<file path="config.mk">
export PLATFORM = sky130hd
export DESIGN_NAME = ram_scan_reader
export DESIGN_NICKNAME = d
export VERILOG_FILES = /design/src/rtl/ram_scan_pkg.sv /design/src/rtl/tick_counter.sv /design/src/rtl/ram_scan_reader.sv
export SDC_FILE = /design/constraint.sdc
export NUM_CORES = 1
export LEC_CHECK = 0
export CAP_MARGIN = 15
export CORE_AREA = 2 2 79 81
export CTS_BUF_LIST = sky130_fd_sc_hd__clkbuf_16
export DETAILED_ROUTE_END_ITERATION = 12
export DIE_AREA = 0 0 81 83
export SLEW_MARGIN = 20
export SYNTH_ARGS = -nofsm -noshare
export SYNTH_HDL_FRONTEND = slang
export SYNTH_SLANG_ARGS = --single-unit
</file>
<file path="constraint.sdc">
create_clock -name clock -period 2.25 [get_ports clock]
set_input_delay 0.225 -clock clock [delete_from_list [all_inputs] [get_ports clock]]
set_output_delay 0.225 -clock clock [all_outputs]
set_load 0.01 [all_outputs]
</file>
<file path="src/rtl/ram_scan_pkg.sv">
`default_nettype none
// ============================================================================
//  Module      : ram_scan_pkg
//  Description : Shared types and default constants for the RAM scan reader
//                and its tick counter.
//  Revision    : 1.0 - initial release
// ============================================================================
package ram_scan_pkg;

    // One second at the 50 MHz board clock
    localparam int c_CYCLES_1S_50MHZ = 50_000_000;

    // Default configuration for the ram32x4 lab RAM
    localparam int c_ADDR_W      = 5;
    localparam int c_DATA_W      = 4;
    localparam int c_RD_LAT      = 1;
    localparam int c_TICK_CYCLES = c_CYCLES_1S_50MHZ;

    // Scan FSM encoding
    localparam logic [2:0] c_ST_IDLE  = 3'd0;
    localparam logic [2:0] c_ST_ISSUE = 3'd1;
    localparam logic [2:0] c_ST_WAIT  = 3'd2;
    localparam logic [2:0] c_ST_SHOW  = 3'd3;
    localparam logic [2:0] c_ST_HOLD  = 3'd4;

    typedef enum logic [2:0] {
        IDLE  = c_ST_IDLE,
        ISSUE = c_ST_ISSUE,
        WAIT  = c_ST_WAIT,
        SHOW  = c_ST_SHOW,
        HOLD  = c_ST_HOLD
    } scan_state_e;

endpackage : ram_scan_pkg
`default_nettype wire

</file>
<file path="src/rtl/tick_counter.sv">
`default_nettype none
// ============================================================================
//  Module      : tick_counter
//  Description : Free-running period counter. Counts while run is high,
//                wraps after TICK_CYCLES counts; done flags the last count.
//                clear has priority over run.
//  Revision    : 1.0 - initial release
// ============================================================================
module tick_counter
    import ram_scan_pkg::*;
#(
    parameter int TICK_CYCLES = c_TICK_CYCLES
) (
    input  logic clock,
    input  logic reset_n,
    input  logic clear,
    input  logic run,
    output logic done
);

    // A single-cycle period still needs a one-bit register
    localparam int                 c_CNT_W = (TICK_CYCLES > 1) ? $clog2(TICK_CYCLES) : 1;
    localparam logic [c_CNT_W-1:0] c_LAST  = c_CNT_W'(TICK_CYCLES - 1);

    logic [c_CNT_W-1:0] r_count;

    // Count up while running, wrap to zero after the last count
    always_ff @(posedge clock or negedge reset_n) begin
        if (!reset_n) begin
            r_count <= '0;
        end else if (clear) begin
            r_count <= '0;
        end else if (run) begin
            r_count <= (r_count == c_LAST) ? '0 : r_count + 1'b1;
        end
    end

    assign done = (r_count == c_LAST);

endmodule : tick_counter
`default_nettype wire

</file>
<file path="src/rtl/ram_scan_reader.sv">
`default_nettype none
// ============================================================================
//  Module      : ram_scan_reader
//  Description : Read-side scanner for the ram32x4 lab RAM. Walks the read
//                address one location per display period, waits out the RAM
//                read latency, and latches word + address for the HEX/LED
//                display. Writes (wr_busy) pause the scan and force a
//                re-read of the current address.
//                Optional macro RAM_SCAN_STEP_EN adds a 'step' input whose
//                rising edge skips the remainder of the display period.
//  Revision    : 1.0 - initial release
// ============================================================================
module ram_scan_reader
    import ram_scan_pkg::*;
#(
    parameter int ADDR_W      = c_ADDR_W,
    parameter int DATA_W      = c_DATA_W,
    parameter int RD_LAT      = c_RD_LAT,
    parameter int TICK_CYCLES = c_TICK_CYCLES
) (
    input  logic              clock,
    input  logic              reset_n,
    input  logic              enable,
    input  logic              wr_busy,
`ifdef RAM_SCAN_STEP_EN
    input  logic              step,
`endif
    output logic [ADDR_W-1:0] rd_addr,
    input  logic [DATA_W-1:0] rd_data,
    output logic [ADDR_W-1:0] disp_addr,
    output logic [DATA_W-1:0] disp_data,
    output logic              disp_valid,
    output logic              disp_strobe,
    output logic              wrap
);

    localparam int                 c_LAT_W     = $clog2(RD_LAT + 1);
    localparam logic [c_LAT_W-1:0] c_LAT_LOAD  = c_LAT_W'(RD_LAT - 1);
    localparam logic [ADDR_W-1:0]  c_ADDR_LAST = {ADDR_W{1'b1}};

    scan_state_e         r_state;
    logic [ADDR_W-1:0]   r_scan_addr;
    logic [ADDR_W-1:0]   r_rd_addr;
    logic [ADDR_W-1:0]   r_disp_addr;
    logic [DATA_W-1:0]   r_disp_data;
    logic                r_disp_valid;
    logic                r_disp_strobe;
    logic                r_wrap;
    logic [c_LAT_W-1:0]  r_lat_cnt;

    logic                w_tick_done;
    logic                w_tick_run;
    logic                w_tick_clear;
    logic                w_advance;

    // The tick only runs while a word is on display; any other state
    // discards the partial count so each display period starts fresh.
    assign w_tick_run   = (r_state == SHOW);
    assign w_tick_clear = (r_state != SHOW);

    tick_counter #(
        .TICK_CYCLES (TICK_CYCLES)
    ) u_tick_counter (
        .clock   (clock),
        .reset_n (reset_n),
        .clear   (w_tick_clear),
        .run     (w_tick_run),
        .done    (w_tick_done)
    );

`ifdef RAM_SCAN_STEP_EN
    logic r_step_d;
    logic w_step_rise;

    // Delay step by one cycle for rising-edge detection
    always_ff @(posedge clock or negedge reset_n) begin
        if (!reset_n) begin
            r_step_d <= 1'b0;
        end else begin
            r_step_d <= step;
        end
    end

    assign w_step_rise = step & ~r_step_d;
    assign w_advance   = w_tick_done | w_step_rise;
`else
    assign w_advance   = w_tick_done;
`endif

    // Scan FSM plus capture registers; enable beats wr_busy beats expiry
    always_ff @(posedge clock or negedge reset_n) begin
        if (!reset_n) begin
            r_state       <= IDLE;
            r_scan_addr   <= '0;
            r_rd_addr     <= '0;
            r_disp_addr   <= '0;
            r_disp_data   <= '0;
            r_disp_valid  <= 1'b0;
            r_disp_strobe <= 1'b0;
            r_wrap        <= 1'b0;
            r_lat_cnt     <= '0;
        end else begin
            r_disp_strobe <= 1'b0;
            r_wrap        <= 1'b0;
            if (!enable) begin
                r_state <= IDLE;
            end else begin
                case (r_state)
                    IDLE: begin
                        if (!wr_busy) r_state <= ISSUE;
                    end
                    ISSUE: begin
                        if (wr_busy) begin
                            r_state <= HOLD;
                        end else begin
                            r_lat_cnt <= c_LAT_LOAD;
                            r_state   <= WAIT;
                        end
                    end
                    WAIT: begin
                        if (wr_busy) begin
                            r_state <= HOLD;
                        end else if (r_lat_cnt == '0) begin
                            r_disp_data   <= rd_data;
                            r_disp_addr   <= r_scan_addr;
                            r_disp_valid  <= 1'b1;
                            r_disp_strobe <= 1'b1;
                            r_state       <= SHOW;
                        end else begin
                            r_lat_cnt <= r_lat_cnt - 1'b1;
                        end
                    end
                    SHOW: begin
                        if (wr_busy) begin
                            r_state <= HOLD;
                        end else if (w_advance) begin
                            r_scan_addr <= r_scan_addr + 1'b1;
                            r_rd_addr   <= r_scan_addr + 1'b1;
                            r_wrap      <= (r_scan_addr == c_ADDR_LAST);
                            r_state     <= ISSUE;
                        end
                    end
                    HOLD: begin
                        // Re-read the same address once the write is over
                        if (!wr_busy) r_state <= ISSUE;
                    end
                    default: begin
                        r_state <= IDLE;
                    end
                endcase
            end
        end
    end

    assign rd_addr     = r_rd_addr;
    assign disp_addr   = r_disp_addr;
    assign disp_data   = r_disp_data;
    assign disp_valid  = r_disp_valid;
    assign disp_strobe = r_disp_strobe;
    assign wrap        = r_wrap;

endmodule : ram_scan_reader
`default_nettype wire

</file>
# --- Word-level counts from Yosys, hierarchy flattened ---
# Index checks and enable logic that the tools add are counted.
word_totals:
  ff_bits: 47
  latch_bits: 0
  ram_bits: 0
  mem_bits_ro: 0
  inputBits: 8
  out_inout_bits: 17
  word_cells: 57
  memories: 0
classes:
  addsub: 3
  mul: 0
  div_mod_pow: 0
  order_cmp: 0
  n_eq_ne: 12
  shifts: 0
  muxes: 23
  n_bitwise: 2
  n_reduce_logical: 8
ops:
  columns: ["operator", "count"]
  rows:
  - ["$mux 26", 3]
  - ["$add 26x1->26 const B", 1]
  - ["$eq 26x26->1 const B", 1]
  - ["$mux 3", 7]
  - ["$pmux 3 s4", 1]
  - ["$reduce_and 4->1", 3]
  - ["$mux 1", 11]
  - ["$ne 4x4->1 const B", 2]
  - ["$eq 3x2->1 const B", 2]
  - ["$add 5x1->5 const B", 1]
  - ["$eq 5x5->1 const B", 1]
  - ["$ne 2x2->1 const B", 2]
  - ["$reduce_bool 2->1", 2]
  - ["$eq 3x1->1 const B", 1]
  - ["$eq 3x3->1 const B", 1]
  - ["$logic_not 3->1", 1]
  - ["$ne 3x2->1 const B", 1]
  - ["$ne 3x3->1 const B", 1]
  - ["$reduce_and 3->1", 1]
  - ["$not 1->1", 2]
  - ["$pmux 1 s2", 1]
  - ["$reduce_or 2->1", 1]
  - ["$sub 1x1->1 const B", 1]

# --- Logic depth before layout (Yosys ltp) ---
logic_depth:
  ltp_word: 5
  ltp_mapped: 6
  depth_no_buf: 5

# --- Cells and area by module ---
# A second synthesis with hierarchy kept.
hier_totals:
  cells_unflattened: 223
  hier_area_um2: 2347.3
by_module_without_submodules:
  columns: ["module", "instances", "cells_per_inst", "area_each_um2"]
  rows:
  - ["tick_counter", 1, 164, 1477.7]
  - ["ram_scan_reader", 1, 59, 869.6]

# --- Worst setup path after synthesis ---
# Ideal clock, no wire load.
synth_path:
  path_type: "flip-flop to flip-flop"
  from: "reg u_tick_counter.r_count[9]"
  to: "reg r_rd_addr[1] (netlist: rd_addr[1])"
  setup_time_ps: 125
  arrival_time_ps: 1728
  path_slack_ps: 398
  path_stages_with_launch: 5
  path_buffers: 0
  period_less_slack_ps: 1852
  path_cell_list: "dfrtp_1 > nor4_1 > nand4_1 > nor4_2 > mux2_2"
synth_between:
  elab_chain_len: 2
synth_rtl:
  columns: ["element", "line_no", "rtl"]
  rows:
  - ["start: declaration", "tick_counter.sv:25", "logic [c_CNT_W-1:0] r_count;"]
  - ["start signal: assignment", "tick_counter.sv:34", "r_count <= (r_count == c_LAST) ? '0 : r_count + 1'b1;"]
  - ["$eq 26x26->1", "tick_counter.sv:38", "assign done = (r_count == c_LAST);"]
  - ["$reduce_and 4->1 (no source line)", null, null]
  - ["end signal: assignment", "ram_scan_reader.sv:138", "r_rd_addr <= r_scan_addr + 1'b1;"]
  - ["end: declaration", "ram_scan_reader.sv:43", "logic [ADDR_W-1:0] r_rd_addr;"]
# No other way between the ends.
# A chain may end at the register's enable or synchronous reset.

# --- Worst setup path after layout ---
layout_path:
  from: "reg u_tick_counter.r_count[18]"
  to: "reg r_rd_addr[4] (netlist: rd_addr[4])"
# Same word-level chain as after synthesis.

==> impl_metrics.yaml <==
synthesis:
  synth_area_leader_cell: "dfrtp_1"
  synth_top_area_share_pct: 51.2
  syn_inst: 210
  yosysMostFrequentCell: "dfrtp_1"
  yosys-top-cells-area: "dfrtp_1, mux2_2, xor2_1, nand4_1, nor2_1"
  yosys-top-cells-count: "dfrtp_1, nor2_1, xor2_1, a21oi_1, nand3_1"
  synth-edff-count: 0
  netlist_area_um2: 2250
  yosys_warnings: 0
  async_reset_ff_share_pct: 100
  synth_ff_type: "dfrtp_1"
  ys_types: 39
  syn_avg_cell_area_um2: 10.7
  synth_seq_cells: 46
  seq_area_frac_synth_pct: 51.2
  synth_fp_nets: 221
power:
  p_per_area_nw_per_um2: 661
  pwr-share-seq_pct: 47.9
  swShare_pct: 20.3
  max-vdd-ir-drop_mv: 0.352
  power_frac_clock_pct: 45.8
  p_comb_share_pct: 6.3
  p_sw_uw: 366
  p_leak_uw: 0.00112
  internal_power_uw: 1440
cells_and_area:
  multiInputGateArea_um2: 1010
  n_antenna_cell: 0
  areaGrowthSynthToFinish_pct: 21.3
  fillers: 580
  regArea_um2: 1150
  fin_util_pct: 46.9
  nNetsFinal: 249
  drive_gt1_share_pct: 15.1
floorplan:
  std_cell_rows: 28
  core_area_um2: 5820
  initial_core_util_pct: 38.7
  die_w_um: 81
  die_h_um: 83
  dieArea_um2: 6720
  io_pins: 25
grt:
  track_usage_pct: 15.6
  use_met2_pct: 23.4
  gr-usage-met3_pct: 3.48
  gr-total-overflow: 0
  grt-busiest-layer: "met2"
  antenna_found_initial: 0
  first_global_vias: 1720
  grt_pass1_wl_mm: 8.25
  grt_use_met1_pct: 21.7
  grt_max_degree: 47
timing:
  hold_violations: 0
  fin_ws_ns: 0.237
  tightest_slew_ns: 0.588
  fin_crit_sh_pct: 89.5
  final-setup-viol-count: 0
  period_minus_slack_ns: 2.01
  fin_tns_setup_ns: 0
  rsz0062_at_grt: "false"
  timing.fmax_mhz: 497
  relSlewSlack_pct: 60.8
  drv_slew: 0
  clock_skew_ns: 0.00638
setup_path:
  path_max_fanout: 6
  crit_chain: "nor4b_1 -> nand4_1 -> nor4_2 -> mux2_2"
  endpoint_kind: "flip-flop"
  timing.rr.start: "u_tick_counter.r_count[18]"
  cp_data_arrival_time_ns: 2.18
  required_ns: 2.42
  reg2regPathDepth: 4
  cp_slowest_cell: "nor4_2"
  setup.worst_path.start: "u_tick_counter.r_count[18]"
  worst-setup-path-type: "flip-flop to flip-flop"
  start_kind: "flip-flop"
  cpPeakStageDelay_ns: 0.45
cts:
  cts_root_buf: "clkbuf_16"
  insertion_delay_ns: 0.29
  cts_resized: 0
  cts_buffers: 5
  h-tree-depth: 2
  cts.clk_slew.worst_paths_ns: 0.06
  cts_sinks: 46
  cts_max_path_buffers: 2
  post-cts-setup-buffer-count: 0
  cts_hold_buf: 0
  cts_tree: "done"
routing:
  first_iter_violations: 92
  routed_wl_mm: 4.61
  wl_per_cell_um: 14.7
  ant_nets: 0
  vias_per_cell: 5.38
  dr.pass1.iters: 4
  vias: 1689
  post-route-drc-count: 0
flow_run:
  max-cap-violations: 0
status:
  status: "finished clean"
worst_hold_path:
  hold_class: "input port to async pin"
placed_design:
  pre_cts_ws_ns: 0.251
  port_buffers: 24
  dp_hpwl_mm: 3.17
  globalplace.congestion: 0.819
## sequential cells by signal, summed over array words and instances (netlist names)
register and cells:
u_tick_counter.r_count 26, disp_addr 5, rd_addr 5, disp_data 4, r_state 3, disp_strobe 1
disp_valid 1, wrap 1
## cells in the final DEF (no fill, tap or decap), drive strengths merged, types with 2 or more instances in the layout
master         netlist  layout
buf                  6       8
dfrtp               46      46
xor2                13      13
nor2                18      18
and2                 3       3
clkbuf               3       5
or3                  6       6
ha                   3       3
mux2                11      11
nand2               10      10
nand3               13      13
and4                 7       7
and3                 3       3
nor4                 5       5
nor2b                2       2
clkdlybuf4s50        1      23
nor4b                2       2
o31ai                6       6
or4                  7       7
inv                  5       6
o21ai                5       5
xnor2                3       3
nand4               11      11
nor3                 2       2
nand3b               2       2
a21oi               12      12
## power by group through the flow
stage               Sequential [µW]  Combinational, µW  Clock, µW
CTS                             864                117        847
floorplan                       887               32.3          0
finish                          864                113        825
global route                    867                125        878
global placement                879                115          0
detailed placement              880                116          0
## through the flow
stage	cells	total power (µW)	instance area, µm²	hold slack [ns]
6_report	314	1800	2730	0.0146
5_1_grt	314	1870	2730	0.0838
4_1_cts	314	1830	2730	0.0558
3_5_place_dp	306	996	2560	0.361
3_3_place_gp	306	993	2560	0.358
2_1_floorplan	210	920	2250	-0.0706
## kinds of logic (layout without fill, tap and decap cells)
family | Yosys count | after routing | share of synthesized area [%]
compound gates | 24 | 24 | 6.34
fa+ha+maj | 3 | 3 | 1.67
mux | 11 | 11 | 5.51
flops | 46 | 46 | 51.2
xor+xnor | 16 | 16 | 6.23
buf+inv | 15 | 44 | 3.90
simple gates | 95 | 95 | 25.2
## layer usage
metal  vias up  part of all wire, %
met4         0                  1.4
li1        823                    -
met3         4                  2.5
met5         -                    0
met2        19                   47
met1       843                   49
## critical path: cells and delay by family (launching register included)
family | cells | cell delay, ns
flip-flops | 1 | 0.43
AND/OR/NAND/NOR | 3 | 1.08
multiplexers | 1 | 0.39
## final cells by class
class	count	share of cell area, %
timing repair buffer	31	10.6
multi-input combinational	149	37.0
inverter	5	0.688
sequential	46	42.2
clock buffer	5	4.59
clock inverter	3	1.51
tap	75	3.44
## worst paths after layout
check,to,slack (ns)
worst max register to register,rd_addr[4],0.24
min in group clock,disp_valid,0.48
worst min-delay path,u_tick_counter.r_count[23],0.01
max in group asynchronous,u_tick_counter.r_count[0],1.82
worst min register to register,disp_valid,0.48
worst max-delay path,rd_addr[4],0.24
No activity file was read; power rests on OpenSTA's default activity.
